==> src/rtl/rst_req_ctrl_pkg.sv <==
// Shared definitions for the soft-reset request controller: FSM encoding,
// cause bit positions, default parameter values and a counter-width helper.
package rst_pkg;

  typedef enum logic [1:0] {
    IDLE      = 2'd0,
    HOLD      = 2'd1,
    WAIT_DONE = 2'd2
  } rst_state_t;

  localparam int CAUSE_SW  = 0;
  localparam int CAUSE_WDT = 1;

  localparam int          DEF_HOLD_CYCLES  = 16;
  localparam int          DEF_DONE_TIMEOUT = 1024;
  localparam logic [23:0] DEF_WDT_LIMIT    = 24'd12500000;

  // Bits needed to count 0..n-1, never less than one bit.
  function automatic int cnt_width(input int n);
    return (n > 2) ? $clog2(n) : 1;
  endfunction

endpackage

==> src/rtl/rst_req_ctrl_if.sv <==
// Host-side signal bundle of the soft-reset controller. The master modport is
// the host register file / bench, the slave modport is the controller itself.
interface rst_req_ctrl_if;

  logic       i_sw_rst_req;
  logic       i_wdt_en;
  logic       i_wdt_kick;
  logic       i_rst_done;
  logic       i_err_clr;
  logic       o_soft_rst_n;
  logic       o_busy;
  logic [1:0] o_rst_cause;
  logic [7:0] o_rst_cnt;
  logic       o_timeout_err;

  modport master (
    output i_sw_rst_req,
    output i_wdt_en,
    output i_wdt_kick,
    output i_rst_done,
    output i_err_clr,
    input  o_soft_rst_n,
    input  o_busy,
    input  o_rst_cause,
    input  o_rst_cnt,
    input  o_timeout_err
  );

  modport slave (
    input  i_sw_rst_req,
    input  i_wdt_en,
    input  i_wdt_kick,
    input  i_rst_done,
    input  i_err_clr,
    output o_soft_rst_n,
    output o_busy,
    output o_rst_cause,
    output o_rst_cnt,
    output o_timeout_err
  );

endinterface

==> src/rtl/rst_wdt.sv <==
// Watchdog for the soft-reset controller. Counts while running, is cleared by
// a kick, and flags expiry for one cycle when the limit is reached unkicked.
module rst_wdt
  import rst_pkg::*;
#(
  parameter logic [23:0] WDT_LIMIT = DEF_WDT_LIMIT
) (
  input  logic i_clk,
  input  logic i_rst,
  input  logic i_run,     // enabled and controller idle
  input  logic i_kick,
  output logic o_expire
);

  logic [23:0] wdt_cnt_reg;
  logic        at_limit;

  assign at_limit = (wdt_cnt_reg == (WDT_LIMIT - 24'd1));

  // A kick in the expiry cycle wins, so a late service still saves the system.
  assign o_expire = i_run && at_limit && !i_kick;

  // Counter: held at zero while not running, restarts on kick or expiry.
  always_ff @(posedge i_clk) begin
    if (i_rst) begin
      wdt_cnt_reg <= 24'd0;
    end else if (!i_run || i_kick || o_expire) begin
      wdt_cnt_reg <= 24'd0;
    end else begin
      wdt_cnt_reg <= wdt_cnt_reg + 24'd1;
    end
  end

endmodule

==> src/rtl/rst_req_ctrl.sv <==
// Soft-reset initiator: merges host and watchdog reset requests, drives a
// stretched active-low reset request, waits for the core to come back and
// reports cause, count and timeout status.
module rst_req_ctrl
  import rst_pkg::*;
#(
  parameter int          HOLD_CYCLES  = DEF_HOLD_CYCLES,
  parameter int          DONE_TIMEOUT = DEF_DONE_TIMEOUT,
  parameter logic [23:0] WDT_LIMIT    = DEF_WDT_LIMIT
) (
  input  logic           i_clk,
  input  logic           i_rst,
  rst_req_ctrl_if.slave  bus
);

  localparam int HOLD_W = cnt_width(HOLD_CYCLES);
  localparam int WAIT_W = cnt_width(DONE_TIMEOUT);

  localparam logic [HOLD_W-1:0] HOLD_LAST = HOLD_W'(HOLD_CYCLES - 1);
  localparam logic [WAIT_W-1:0] WAIT_LAST = WAIT_W'(DONE_TIMEOUT - 1);

  rst_state_t        state_reg, state_next;
  logic [HOLD_W-1:0] hold_cnt_reg, hold_cnt_next;
  logic [WAIT_W-1:0] wait_cnt_reg, wait_cnt_next;
  logic              soft_rst_n_reg, soft_rst_n_next;
  logic              busy_reg;
  logic [1:0]        cause_reg, cause_next;
  logic [7:0]        rst_cnt_reg, rst_cnt_next;
  logic              timeout_err_reg, timeout_err_next;
  logic              timeout_set;

  logic wdt_run;
  logic wdt_expire;
  logic trigger;

  assign wdt_run = bus.i_wdt_en && (state_reg == IDLE);
  assign trigger = bus.i_sw_rst_req || wdt_expire;

  rst_wdt #(
    .WDT_LIMIT (WDT_LIMIT)
  ) u_wdt (
    .i_clk    (i_clk),
    .i_rst    (i_rst),
    .i_run    (wdt_run),
    .i_kick   (bus.i_wdt_kick),
    .o_expire (wdt_expire)
  );

  // Next-state and registered-output decode for the request sequence.
  always_comb begin
    state_next      = state_reg;
    hold_cnt_next   = hold_cnt_reg;
    wait_cnt_next   = wait_cnt_reg;
    soft_rst_n_next = soft_rst_n_reg;
    cause_next      = cause_reg;
    rst_cnt_next    = rst_cnt_reg;
    timeout_set     = 1'b0;

    case (state_reg)
      IDLE: begin
        if (trigger) begin
          cause_next[CAUSE_SW]  = bus.i_sw_rst_req;
          cause_next[CAUSE_WDT] = wdt_expire;
          if (rst_cnt_reg != 8'hFF) begin
            rst_cnt_next = rst_cnt_reg + 8'd1;
          end
          hold_cnt_next   = '0;
          soft_rst_n_next = 1'b0;
          state_next      = HOLD;
        end
      end

      HOLD: begin
        // Requests arriving here are dropped on purpose: the reset in flight
        // already covers them.
        if (hold_cnt_reg == HOLD_LAST) begin
          soft_rst_n_next = 1'b1;
          wait_cnt_next   = '0;
          state_next      = WAIT_DONE;
        end else begin
          hold_cnt_next = hold_cnt_reg + HOLD_W'(1);
        end
      end

      WAIT_DONE: begin
        // wait_cnt is zero on the release cycle, where a stale done from the
        // synchronizer chain must not be trusted.
        if (bus.i_rst_done && (wait_cnt_reg != '0)) begin
          state_next = IDLE;
        end else if (wait_cnt_reg == WAIT_LAST) begin
          timeout_set = 1'b1;
          state_next  = IDLE;
        end else begin
          wait_cnt_next = wait_cnt_reg + WAIT_W'(1);
        end
      end

      default: begin
        soft_rst_n_next = 1'b1;
        state_next      = IDLE;
      end
    endcase

    // A fresh timeout outranks a clear in the same cycle.
    if (timeout_set) begin
      timeout_err_next = 1'b1;
    end else if (bus.i_err_clr) begin
      timeout_err_next = 1'b0;
    end else begin
      timeout_err_next = timeout_err_reg;
    end
  end

  // State and output registers; reset aborts any sequence in progress.
  always_ff @(posedge i_clk) begin
    if (i_rst) begin
      state_reg       <= IDLE;
      hold_cnt_reg    <= '0;
      wait_cnt_reg    <= '0;
      soft_rst_n_reg  <= 1'b1;
      busy_reg        <= 1'b0;
      cause_reg       <= 2'b00;
      rst_cnt_reg     <= 8'd0;
      timeout_err_reg <= 1'b0;
    end else begin
      state_reg       <= state_next;
      hold_cnt_reg    <= hold_cnt_next;
      wait_cnt_reg    <= wait_cnt_next;
      soft_rst_n_reg  <= soft_rst_n_next;
      busy_reg        <= (state_next != IDLE);
      cause_reg       <= cause_next;
      rst_cnt_reg     <= rst_cnt_next;
      timeout_err_reg <= timeout_err_next;
    end
  end

  assign bus.o_soft_rst_n  = soft_rst_n_reg;
  assign bus.o_busy        = busy_reg;
  assign bus.o_rst_cause   = cause_reg;
  assign bus.o_rst_cnt     = rst_cnt_reg;
  assign bus.o_timeout_err = timeout_err_reg;

endmodule

==> src/flat_wrapper.sv <==
// flat-port wrapper written by rule: the top's interface ports become plain ports
module rst_req_ctrl_flat import rst_pkg::*;
#(
  parameter int          HOLD_CYCLES  = DEF_HOLD_CYCLES,
  parameter int          DONE_TIMEOUT = DEF_DONE_TIMEOUT,
  parameter logic [23:0] WDT_LIMIT    = DEF_WDT_LIMIT
)
  (i_clk, i_rst, bus_i_sw_rst_req, bus_i_wdt_en, bus_i_wdt_kick, bus_i_rst_done, bus_i_err_clr, bus_o_soft_rst_n, bus_o_busy, bus_o_rst_cause, bus_o_rst_cnt, bus_o_timeout_err);
  rst_req_ctrl_if bus_i ();
  input  logic i_clk;
  input  logic i_rst;
  input wire logic [$bits(bus_i.i_sw_rst_req)-1:0] bus_i_sw_rst_req;
  input wire logic [$bits(bus_i.i_wdt_en)-1:0] bus_i_wdt_en;
  input wire logic [$bits(bus_i.i_wdt_kick)-1:0] bus_i_wdt_kick;
  input wire logic [$bits(bus_i.i_rst_done)-1:0] bus_i_rst_done;
  input wire logic [$bits(bus_i.i_err_clr)-1:0] bus_i_err_clr;
  output wire logic [$bits(bus_i.o_soft_rst_n)-1:0] bus_o_soft_rst_n;
  output wire logic [$bits(bus_i.o_busy)-1:0] bus_o_busy;
  output wire logic [$bits(bus_i.o_rst_cause)-1:0] bus_o_rst_cause;
  output wire logic [$bits(bus_i.o_rst_cnt)-1:0] bus_o_rst_cnt;
  output wire logic [$bits(bus_i.o_timeout_err)-1:0] bus_o_timeout_err;
  assign bus_i.i_sw_rst_req = bus_i_sw_rst_req;
  assign bus_i.i_wdt_en = bus_i_wdt_en;
  assign bus_i.i_wdt_kick = bus_i_wdt_kick;
  assign bus_i.i_rst_done = bus_i_rst_done;
  assign bus_i.i_err_clr = bus_i_err_clr;
  assign bus_o_soft_rst_n = bus_i.o_soft_rst_n;
  assign bus_o_busy = bus_i.o_busy;
  assign bus_o_rst_cause = bus_i.o_rst_cause;
  assign bus_o_rst_cnt = bus_i.o_rst_cnt;
  assign bus_o_timeout_err = bus_i.o_timeout_err;
  rst_req_ctrl #(.HOLD_CYCLES(HOLD_CYCLES), .DONE_TIMEOUT(DONE_TIMEOUT), .WDT_LIMIT(WDT_LIMIT)) u_core (.i_clk(i_clk), .i_rst(i_rst), .bus(bus_i));
endmodule
==> config.mk <==
export PLATFORM = sky130hd
export DESIGN_NAME = rst_req_ctrl_flat
export DESIGN_NICKNAME = d
export VERILOG_FILES = /design/src/rtl/rst_req_ctrl_pkg.sv /design/src/rtl/rst_req_ctrl_if.sv /design/src/rtl/rst_wdt.sv /design/src/rtl/rst_req_ctrl.sv /design/src/flat_wrapper.sv
export SDC_FILE = /design/constraint.sdc
export NUM_CORES = 1
export LEC_CHECK = 0
export CELL_PAD_IN_SITES_DETAIL_PLACEMENT = 0
export CELL_PAD_IN_SITES_GLOBAL_PLACEMENT = 1
export CORE_ASPECT_RATIO = 2
export CORE_MARGIN = 3
export CORE_UTILIZATION = 35
export DETAILED_ROUTE_END_ITERATION = 8
export PLACE_DENSITY = 0.69
export SLEW_MARGIN = 0
export SYNTH_ARGS = -nofsm -noshare
export SYNTH_HDL_FRONTEND = slang
export SYNTH_HIERARCHICAL = 1
export SYNTH_SLANG_ARGS = --single-unit
==> constraint.sdc <==
create_clock -name i_clk -period 3.2 [get_ports i_clk]
set_input_delay 0.48 -clock i_clk [delete_from_list [all_inputs] [get_ports i_clk]]
set_output_delay 0.48 -clock i_clk [all_outputs]
set_load 0.02 [all_outputs]
==> results of run 1 <==
[cells in the final DEF, fill, tap and decap left out, types with 2 or more instances in the layout]
cell type / count
nor2_1: 34
nand3_1: 17
inv_1: 9
clkinv_2: 2
and3_1: 2
xnor2_1: 9
buf_4: 4
a21o_2: 2
o21ai_0: 5
or3_1: 6
ha_1: 5
nand4_1: 10
nand3_2: 3
nor2b_1: 2
nor3b_1: 5
nand4_2: 2
dfxtp_1: 53
a21oi_1: 17
a21o_1: 6
xor2_1: 11
nand2_1: 18
o22ai_1: 2
clkdlybuf4s50_1: 19
clkbuf_16: 5
nor3_1: 9
or4_1: 6
and2_1: 3
or2_2: 2
a211oi_1: 3
nor3b_2: 2
o31ai_1: 12
and4_1: 4
[synthesized netlist by cell type (9+ instances only)]
cell,n,area share (%)
inv_1,9,1.3
nor2_1,34,4.8
o31ai_1,12,3.4
nand2_1,18,2.6
nand3_1,17,3.2
xnor2_1,9,3.0
a21oi_1,17,3.2
dfxtp_1,53,40
nand4_1,10,2.4
xor2_1,11,3.7
nor3_1,9,1.7
[cells by family after synthesis]
group                      after synthesis  synth area share [%]
AOI/OAI and AO/OA                       59                  16.8
xor gates and xnor gates                20                  6.64
adders and majority gates                5                  2.37
buffers and inverters                   18                  3.60
DFF                                     53                  40.2
muxes                                    1                 0.379
and+or+nand+nor                        136                  30.0
[metal layers]
metal	global-route usage, %	vias up	routed length, um
li1	-	1107	-
met1	14.1	1033	2260
met2	29.5	27	3560
met3	2.53	10	125
met4	7.54	0	178
met5	0	-	0
[cell type report]
class                           instances  area [um2]  area share, %
Multi-Input combinational cell        221        1480           48.6
Clock inverter                          2        10.0          0.328
Timing Repair Buffer                   23         220           7.22
Inverter                                9        33.8           1.11
Clock buffer                            6         129           4.22
Sequential cell                        53        1060           34.8
Tap cell                               92         115           3.77
[critical path, delay by kind of cell (launching register included)]
family | cells | cell delay (ps)
AOI/OAI and AO/OA | 2 | 430
DFF | 1 | 310
and+or+nand+nor | 6 | 1720
[report_power, final]
group          leakage (nW)  switching, mW  internal, mW
registers             0.429        0.00754         0.669
clock network        0.0706          0.232         0.288
logic                 0.538         0.0443        0.0345
[worst min-delay path by stage]
stage | depth (start not counted) | slack, ps | start | to
4_1_cts | 1 | 470 | u_core/u_wdt/wdt_cnt_reg[0] | u_core/u_wdt/wdt_cnt_reg[0]
3_5_place_dp | 1 | 450 | u_core/u_wdt/wdt_cnt_reg[0] | u_core/u_wdt/wdt_cnt_reg[0]
5_1_grt | 2 | 500 | u_core/bus.o_rst_cause[1] | u_core/bus.o_rst_cause[1]
3_3_place_gp | 1 | 440 | u_core/u_wdt/wdt_cnt_reg[0] | u_core/u_wdt/wdt_cnt_reg[0]
6_report | 1 | 470 | u_core/u_wdt/wdt_cnt_reg[0] | u_core/u_wdt/wdt_cnt_reg[0]
2_1_floorplan | 1 | 430 | u_core/u_wdt/wdt_cnt_reg[0] | u_core/u_wdt/wdt_cnt_reg[0]
[through the flow]
stage / area, um2 / power [mW] / hold slack, ps / util, %
5_1_grt: 3050 / 1.33 / 496 / 42.0
3_3_place_gp: 2910 / 0.770 / 440 / 40.1
6_report: 3050 / 1.27 / 467 / 42.0
2_1_floorplan: 2640 / 0.738 / 426 / -
4_1_cts: 3050 / 1.30 / 472 / 42.0
3_5_place_dp: 2910 / 0.771 / 454 / 40.1
==> metrics.yaml, run 1 <==
dr_total_vias: 2177
cp.arrival_ps: 2740
synth-seq-area-share_pct: 40.2
wl_per_cell_um: 15.1
n_fill_cell: 735
io_buffer_count: 19
post_cts_buffers: 0
cts_tree: "yes"
grt_pass1_vias: 2077
cts_root_buf: "clkbuf_16"
slowest_delay_ps: 450
antenna_cells: 0
max_freq_ghz: 0.397
area_growth_pct: 15.6
cts_num_sinks: 53
core_area_mm2: 0.00727
reg2reg_depth: 8
crit_chain: "nor2_1 > and2_1 > and4b_1 > nand4_1 > nor3_1 > o221ai_2 > or3_1 > a21oi_1"
critPathKind: "reg -> reg"
grt_antenna_before_repair: 0
drt_iter0_markers: 124
async_reset_ff_share_pct: 0
r2r_end: "u_core/bus.o_rst_cnt[3]"
synth_area_mm2: 0.00264
tns_ps: 0
preCtsSetupSlack_ps: 440
avgSynthCellArea_um2: 9.04
start_kind: "flip-flop"
crit_path_end_kind: "flip-flop"
gp_congestion: 0.776
min_period_ps: 2520
crit_slowest_cell: "nor3_1"
grt_max_degree: 25
initial_core_util_pct: 36.3
synth_seq_cells: 53
cts_resized: 0
cts_buffers: 5
pin_count: 20
drv_slew: 0
nNetsFinal: 325
die_x_um: 67.4
ir_worst_vdd_v: 0.000261
synthCells: 292
outcome: "finished, final reports clean"
total_leakage_power_nw: 1.04
fin_crit_sh_pct: 78.7
ant_nets: 0
r2r_start: "u_core/state_reg[1]"
grt_overflow_total: 0
drt_wl_total_mm: 6.12
rows: 44
largest_reg_flops: 24
clockBufferDepth: 2
crit_fanout: 9
cp-startpoint: "u_core/state_reg[1]"
crit_end: "u_core/bus.o_rst_cnt[3]"
rsz0062_at_grt: "false"
yosys.cell_types.count: 57
dieArea_mm2: 0.00868
placed_cells: 398
hold_path_class: "reg -> reg"
skew_ps: 3.66
track_usage_pct: 15.1
fin_ws_ps: 680
cts_max_level: 2
vias_per_cell: 5.36
dp_hpwl_mm: 4.65
firstDrtPassIters: 4
clock_latency_ps: 290
worstPathRequired_ps: 3420
finalHoldViolCount: 0
syn_nets: 304
grt_first_pass_wirelength_mm: 9.83
setup_viol: 0
clkTransAtPathRegs_ps: 70
yosys_most_used_dff: "dfxtp_1"
die_h_um: 129
worstMarginPinSlew_ps: 646
drc: 0
drive_above_1_share_pct: 11.1
synth-edff-count: 0
p_per_area_mw_per_mm2: 418
ys_warn_count: 6
relSlewSlack_pct: 56.9
final_cells: 406
cap_violations: 0
reg2reg_slack_ps: 680
postCtsHoldBufs: 0
(Power assumes the default switching activity.)
==> inputs of run 2 (changes only) <==
- clock period: 3.2 -> 2.45 ns (I/O delays scaled with it)
==> run 2 against run 1 <==
Final area up 2.5%. Critical endpoint is now u_core/bus.o_rst_cnt[5]. Via count fell by 0.14%. Clock power increased by 33%. Setup slack worse by 410 ps. Sequential share of layout area is 0.85 points lower. Critical path depth increased by 2. Global-route usage decreased by 0.17 points.
==> metrics.yaml, run 2 (synthesized netlist as in run 1, its figures left out) <==
outcome: "finished, final reports clean"
grt_first_pass_wirelength_mm: 9.84  # +0.14%
cap_violations: 0  # unchanged
postCtsHoldBufs: 0  # unchanged
layout_commonest_cell: "dfxtp_1"
hold_path_class: "reg -> reg"
finalHoldViolCount: 0  # unchanged
worstPathRequired_ps: 2620  # -800 ps
start_kind: "input port"
clockBufferDepth: 2  # unchanged
die_h_um: 129  # unchanged
drive_above_1_share_pct: 13.1  # +1.9 points
preCtsSetupSlack_ps: 8.32  # -432 ps
cts_num_sinks: 53  # unchanged
wl_per_cell_um: 14.3  # -5.1%
cp.arrival_ps: 2350  # -390 ps
relSlewSlack_pct: 58.8  # +1.8 points
vias_per_cell: 5.26  # -1.8%
cts_root_buf: "clkbuf_16"
cts_buffers: 5  # unchanged
skew_ps: 4.56  # +0.899 ps
largest_reg_flops: 24  # unchanged
pwr-share-seq_pct: 52.5  # -0.6 points
clockPowerShare_pct: 41.0  # +0.2 points
drv_slew: 0  # unchanged
fin_ws_ps: 272  # -408 ps
core_area_mm2: 0.00727  # unchanged
nNetsFinal: 333  # +2.5%
final_cells: 413  # +1.7%
clkTransAtPathRegs_ps: 60  # about the same
worstMarginPinSlew_ps: 603  # -42.7 ps
drt_iter0_markers: 69  # -44%
post_cts_buffers: 0  # unchanged
seq_area_mm2: 0.00106  # unchanged
n_fill_cell: 776  # +5.6%
grt_antenna_before_repair: 0  # unchanged
mostFrequentLayoutCells: "dfxtp_1, nor2_1, clkdlybuf4s50_1, nand2_1"
setup_viol: 0  # unchanged
track_usage_pct: 14.9  # -0.17 points
min_period_ps: 2180
power_frac_comb_pct: 6.4  # +0.2 points
io_buffer_count: 19  # unchanged
dp_hpwl_mm: 4.56  # -2.0%
rsz0062_at_grt: "false"
initial_core_util_pct: 36.3  # unchanged
clock_latency_ps: 290  # about the same
multi_input_area_mm2: 0.00148  # unchanged
area_growth_pct: 18.5
crit_fanout: 9  # unchanged
critPathKind: "in -> reg"
ir_worst_vdd_v: 0.000313  # +20%
fin_crit_sh_pct: 88.9
max_freq_ghz: 0.459
total_leakage_power_nw: 1.08  # +4.5%
grt_overflow_total: 0  # unchanged
firstDrtPassIters: 4  # unchanged
pin_count: 20  # unchanged
tns_ps: 0  # unchanged
dieArea_mm2: 0.00868  # unchanged
intPower_mw: 1.33  # +34%
dr_total_vias: 2174  # -0.14%
ant_nets: 0  # unchanged
drc: 0  # unchanged
die_x_um: 67.4  # unchanged
gp_congestion: 0.746  # -3.9%
rows: 44  # unchanged
netSwitchingFraction_pct: 21.2  # -1.1 points
drt_wl_total_mm: 5.91  # -3.4%
cts_resized: 0  # unchanged
cts_max_level: 2  # unchanged
crit_path_end_kind: "flip-flop"
placed_cells: 406  # +2.0%
p_per_area_mw_per_mm2: 537  # +29%
grt_pass1_vias: 2172  # +4.6%
antenna_cells: 0  # unchanged
p_sw_uw: 355  # +25%
grt_max_degree: 25  # unchanged
cts_tree: "yes"
## run 2: cell count changes in the layout (fill, tap and decap cells not counted), sizes merged
cell,change
clkinv,-2
clkbuf,+1
buf,+8
## run 2: metrics by stage
stage	hold slack, ps	total power [mW]	utilization (%)	instance area, um2
final	465	1.68	43.0	3130
after CTS	469	1.72	43.0	3130
after detailed placement	452	1.01	41.1	2990
after global placement	445	1.01	41.1	2990
after floorplan	426	0.964	-	2640
after global routing	490	1.76	43.0	3130
## run 2: metal layers
| metal | up-vias | global-route usage (%) | share of wire, % |
|---|---|---|---|
| met1 | 1021 | 13.1 | 36 |
| met5 | - | 0 | 0 |
| li1 | 1125 | - | - |
| met2 | 17 | 30.0 | 59 |
| met3 | 11 | 2.62 | 1.7 |
| met4 | 0 | 7.54 | 2.9 |
## run 2: power groups by stage
stage	Clock, mW	Sequential [mW]	Combinational [mW]
after floorplan	0	0.911	0.0528
after global placement	0	0.902	0.110
after detailed placement	0	0.903	0.110
after CTS	0.725	0.883	0.110
after global routing	0.752	0.883	0.121
final	0.690	0.883	0.108
## run 2: layout make-up
| type | count | share of cell area [%] |
|---|---|---|
| multi-input combinational | 221 | 47.4 |
| sequential | 53 | 33.9 |
| timing repair buffer | 31 | 9.36 |
| clock buffer | 7 | 4.56 |
| tap | 92 | 3.68 |
| inverter | 9 | 1.08 |
## run 2: critical path: stages
cell and delay (ps):
clkdlybuf4s50_1 450, and2_1 130, and4b_1 180, nand4_1 120, nor3_1 230, buf_4 160, o221ai_2 210, nor3_1 290
xnor2_1 160, nor2_1 60
## run 2: path summary, 6_finish.rpt
check                              startpoint                     endpoint  slack (ps)  cells after the start
setup / recovery                 bus_i_wdt_en      u_core/bus.o_rst_cnt[5]         270                     10
hold / removal    u_core/u_wdt/wdt_cnt_reg[0]  u_core/u_wdt/wdt_cnt_reg[0]         460                      1
setup reg to reg          u_core/state_reg[1]      u_core/bus.o_rst_cnt[5]         300                     10
hold reg to reg   u_core/u_wdt/wdt_cnt_reg[0]  u_core/u_wdt/wdt_cnt_reg[0]         460                      1
